===== config.mk =====
export PLATFORM = sky130hd
export DESIGN_NAME = commit_trace_unit
export DESIGN_NICKNAME = d
export VERILOG_FILES = /design/src/rtl/commit_trace_unit.sv
export SDC_FILE = /design/constraint.sdc
export NUM_CORES = 2
export LEC_CHECK = 0
export CAP_MARGIN = 20
export CORE_MARGIN = 3
export CORE_UTILIZATION = 50
export CTS_BUF_LIST = sky130_fd_sc_hd__clkbuf_16
export CTS_CLUSTER_SIZE = 16
export DETAILED_ROUTE_END_ITERATION = 10
export HOLD_SLACK_MARGIN = 0.1
export PLACE_DENSITY = 0.67
export SETUP_SLACK_MARGIN = 0.4
export SLEW_MARGIN = 5
export SYNTH_ARGS = -nofsm -noshare
export SYNTH_HDL_FRONTEND = slang
export SYNTH_SLANG_ARGS = --single-unit

===== constraint.sdc =====
create_clock -name clk -period 7.6 [get_ports clk]
set_input_delay 1.14 -clock clk [delete_from_list [all_inputs] [get_ports clk]]
set_output_delay 1.14 -clock clk [all_outputs]
set_load 0.1 [all_outputs]

===== src/rtl/commit_trace_unit.sv =====
// Commit trace buffer: queues GRF/DM architectural write events in program order
// and drains them oldest-first through a valid/ready stream, counting overflow drops.
module commit_trace_unit #(
    parameter int unsigned DEPTH   = 16,
    parameter bit          DROP_R0 = 1'b1
) (
    input  logic        clk,
    input  logic        reset,
    input  logic        grf_we,
    input  logic [31:0] grf_pc,
    input  logic [4:0]  grf_addr,
    input  logic [31:0] grf_wdata,
    input  logic        dm_we,
    input  logic [31:0] dm_pc,
    input  logic [31:0] dm_addr,
    input  logic [31:0] dm_wdata,
    output logic        trace_valid,
    input  logic        trace_ready,
    output logic        trace_kind,
    output logic [31:0] trace_pc,
    output logic [31:0] trace_addr,
    output logic [31:0] trace_data,
    output logic        almost_full,
    output logic [15:0] drop_cnt
);

    localparam int unsigned AW = $clog2(DEPTH);
    localparam logic [AW+1:0] DEPTH_W = (AW+2)'(DEPTH);
    localparam logic [AW+1:0] ONE_W   = (AW+2)'(1);
    localparam logic [AW+1:0] TWO_W   = (AW+2)'(2);

    typedef struct packed {
        logic        kind;
        logic [31:0] pc;
        logic [31:0] addr;
        logic [31:0] data;
    } entry_t;

    entry_t        mem_q [DEPTH];
    entry_t        mem_d [DEPTH];
    logic [AW:0]   wr_q, wr_d;
    logic [AW:0]   rd_q, rd_d;
    logic [15:0]   drop_q, drop_d;

    logic [AW:0]   count;
    logic [AW+1:0] free;
    logic          pop;
    logic          grf_acc;
    logic          grf_ok;
    logic          dm_ok;
    logic [1:0]    n_drop;
    logic [16:0]   drop_sum;
    logic [AW-1:0] dm_idx;
    entry_t        grf_e;
    entry_t        dm_e;
    entry_t        head;

    assign count = wr_q - rd_q;
    assign pop   = (count != '0) && trace_ready;

    always_comb begin
        grf_e    = '{kind: 1'b0, pc: grf_pc, addr: {27'b0, grf_addr}, data: grf_wdata};
        dm_e     = '{kind: 1'b1, pc: dm_pc, addr: dm_addr, data: dm_wdata};
        free     = DEPTH_W - (AW+2)'(count) + (AW+2)'(pop);
        grf_acc  = grf_we && !(DROP_R0 && (grf_addr == '0));
        grf_ok   = grf_acc && (free >= ONE_W);
        // A refused GRF push also blocks DM so the older write is never overtaken.
        dm_ok    = dm_we && (grf_acc ? (grf_ok && (free >= TWO_W)) : (free >= ONE_W));
        n_drop   = {1'b0, grf_acc && !grf_ok} + {1'b0, dm_we && !dm_ok};
        drop_sum = {1'b0, drop_q} + 17'(n_drop);
        drop_d   = drop_sum[16] ? '1 : drop_sum[15:0];
        dm_idx   = wr_q[AW-1:0] + AW'(grf_ok);

        for (int unsigned i = 0; i < DEPTH; i++) begin
            mem_d[i] = mem_q[i];
        end
        if (grf_ok) mem_d[wr_q[AW-1:0]] = grf_e;
        if (dm_ok)  mem_d[dm_idx]       = dm_e;

        wr_d = wr_q + (AW+1)'(grf_ok) + (AW+1)'(dm_ok);
        rd_d = rd_q + (AW+1)'(pop);
    end

    always_ff @(posedge clk or negedge reset) begin
        if (!reset) begin
            for (int unsigned i = 0; i < DEPTH; i++) begin
                mem_q[i] <= '0;
            end
            wr_q   <= '0;
            rd_q   <= '0;
            drop_q <= '0;
        end else begin
            for (int unsigned i = 0; i < DEPTH; i++) begin
                mem_q[i] <= mem_d[i];
            end
            wr_q   <= wr_d;
            rd_q   <= rd_d;
            drop_q <= drop_d;
        end
    end

    // Head is read straight from storage flops, so outputs depend only on state.
    assign head        = mem_q[rd_q[AW-1:0]];
    assign trace_valid = (count != '0);
    assign trace_kind  = head.kind;
    assign trace_pc    = head.pc;
    assign trace_addr  = head.addr;
    assign trace_data  = head.data;
    assign almost_full = (DEPTH_W - (AW+2)'(count)) < TWO_W;
    assign drop_cnt    = drop_q;

endmodule


==> run summary <==
Yosys top cell by area - dfrtp_1
register area share after synthesis - 0.493
CP delay by family, top - buffers and inverters
# rows - 146
slowest stage delay, CP - 1.01 ns
sequential share of power - 0.295
synth warn - 0
Register-to-Register Path Depth - 18
CTS H-tree lvls - 4
crit path capture type - primary output
count leader, synth - dfrtp_1
initial antenna violation count - 28
layout cell share with drive strength beyond 1 - 0.136
CP Buf/Inv Count - 4
Hold/Removal Path Class - input pin to async pin
area of the mapped netlist - 80100 sq um
TritonCTS clock tree - done
worst clock skew - 0.0352 ns
Slew headroom - 0.202
Comb power frac - 0.541
Hold Fails Final Rpt - 0
die area - 165000 sq um
CP max stage cell - clkdlybuf4s50_1
total track usage - 0.364
TritonCTS Sinks - 1578
Post-Synthesis Net Count - 8130
Unique masters post-synth - 60
Final Max Slew Viols - 0
Crit Path Max Fanout - 139
Switching Fraction - 0.460
CTS hold repair buffers - 0
Cells after DPL - 9522
end of the worst register-to-register path - mem_q[869]$_DFF_PN0_
fillers - 13170
Yosys reg bits - 1578
drt total wl - 303000 um
PD cells - 561 nW/um^2
post-route minimum period - 7.09 ns
initial drt markers - 9450
vias post-DR - 68367
status - completed
Area Growth Syn to Fin - 11.9%
Layout Nets - 7812
overall die height - 406 um
post-synth top area share - 0.493
area of the multi-input gates - 37200 sq um
final worst-path cycle share - 0.933
CTS buffer count - 171
Core Box Area - 159000 sq um
worst vdd ir - 0.000916 V
worst-path cell chain - buf_4 > buf_4 > buf_12 > mux4_2 > mux4_2 > clkdlybuf4s50_1
Die W - 406 um
main area contributors after synthesis - dfrtp_1 (49%), mux4_2 (14%), a21oi_1 (9.7%), nor2_1 (6.6%), a22o_1 (4.7%)
largest net degree at the start of global routing - 183
final non-filler cell total - 9863
CP Data Required Time - 6.46 ns
syn_area_per_cell - 10.1 sq um
Post-synth EDFFs - 0
maxcap violations - 0
cell count after synthesis - 7943
Max clock buf depth - 3
Final ANT Viol Nets - 0
Final Power - 50.3 mW
first-pass GRT wire length - 450000 um
Starting Density - 0.505
register area - 39500 sq um
Worst setup SP type - register
Final setup viols - 0
Setup TNS - 0 ns
clock root cell - clkbuf_16
Pre-antenna DRT Iters - 7
setup bufs post-CTS - 0
kind of critical path - register to primary output
Max Clk Rate - 141 MHz
vias per std cell - 6.93
vias in the first global route - 68002
Detail Placement HPWL - 169000 um
GRT overflow - 0
# resized after CTS - 0
Internal - 27.1 mW
final core occ - 0.565
Leak - 38.8 nW
clk_lat worst skew - 0.84 ns
Post-synth top cells - dfrtp_1 (1578), a21oi_1 (1560), nor2_1 (1417), nand2_1 (870), clkbuf_1 (533)
asr flop ratio synth - 1.00
CP Data Arrival Time - 5.95 ns
Residual DRC - 0
RSZ-0062 raised after global routing - no
Slew @ Worst Pin - 1.20 ns
IO buf count - 284
Clock Power Share - 0.165
Primary FF master, synth - dfrtp_1
Placer Congestion - 0.868
R2R Setup Slk - 1.13 ns
I/O Pins - 285
WL/cell - 30.7 um
switching power - 23.2 mW
Worst R2R Start - wr_q[2]$_DFF_PN0_
Worst-path clk slew - 0.06 ns
-- power groups by stage --
stage | registers [mW] | clock network (mW) | logic (mW)
finish | 14.8 | 8.29 | 27.2
global route | 15.2 | 8.70 | 28.5
CTS | 14.7 | 8.35 | 26.8
detailed placement | 14.8 | 0 | 26.7
global placement | 14.7 | 0 | 26.2
floorplan | 14.1 | 0 | 19.7
-- layout by cell type (no fill, tap or decap), types with 12 or more instances in the layout --
cell type        instances
a22o_1                 432
a221oi_2                60
clkdlybuf4s50_1        282
a21boi_4                12
buf_12                  41
nand2_1                870
xnor2_1                 12
nor2b_1                 72
o21ai_4                 16
buf_4                  135
bufinv_16               13
diode_2                 22
clkbuf_16              172
nand3_1                 12
a31oi_1                 40
inv_1                   51
clkinv_2                28
ha_1                    14
nor2_4                  20
clkinv_1                45
mux4_2                 485
nor3_1                  16
nor2_1                1408
a32oi_1                 42
dfrtp_1               1574
a221oi_1               216
a21oi_1               1560
-- worst max-delay path by stage --
| stage | from | end | slack [ns] | depth (start not counted) |
|---|---|---|---|---|
| finish | rd_q[1]$_DFF_PN0_ | trace_pc[24] | 0.51 | 6 |
| detailed placement | rd_q[2]$_DFF_PN0_ | mem_q[742]$_DFF_PN0_ | 1.33 | 19 |
| global placement | rd_q[1]$_DFF_PN0_ | trace_pc[24] | 1.41 | 6 |
| global route | rd_q[1]$_DFF_PN0_ | trace_pc[24] | 0.43 | 6 |
| CTS | rd_q[1]$_DFF_PN0_ | trace_pc[24] | 0.59 | 6 |
| floorplan | rd_q[2]$_DFF_PN0_ | mem_q[1000]$_DFF_PN0_ | 0.87 | 26 |
-- registers in the layout, indices dropped and copies added (netlist names) --
signal	count
rd_q	5
mem_q	1552
drop_cnt	16
wr_q	5
-- layout make-up --
type,instances,area share
well taps,2072,0.0289
inverters,15,0.000712
repair buffers,463,0.0530
diodes,22,0.000614
clock buffers,172,0.0480
multi-input cells,5396,0.415
clock inverters,145,0.0132
flip-flops and latches,1578,0.441
-- stage by stage --
| stage | area, sq um | setup WS [ns] | hold WS (ns) |
|---|---|---|---|
| 2_1_floorplan | 80100 | 0.867 | 0.442 |
| 3_3_place_gp | 84000 | 1.41 | 0.454 |
| 3_5_place_dp | 84000 | 1.33 | 0.464 |
| 4_1_cts | 89500 | 0.593 | 0.288 |
| 5_1_grt | 89600 | 0.432 | 0.309 |
| 6_report | 89600 | 0.510 | 0.247 |
-- routing by layer --
metal / track usage / vias to the layer above / wire length (um)
met5: 0.00595 / - / 164
met4: 0.186 / 13 / 17100
met3: 0.120 / 1213 / 43400
met2: 0.529 / 5319 / 131000
met1: 0.490 / 34077 / 112000
li1: - / 27745 / -
-- logic make-up after synthesis --
family,synth area share
buffers and inverters,0.0497
DFF,0.493
muxes,0.137
and+or+nand+nor,0.121
xor gates and xnor gates,0.00322
AOI/OAI and AO/OA,0.193
adders and majority gates,0.00294
Note: power is estimated with default switching activity, not from simulation.
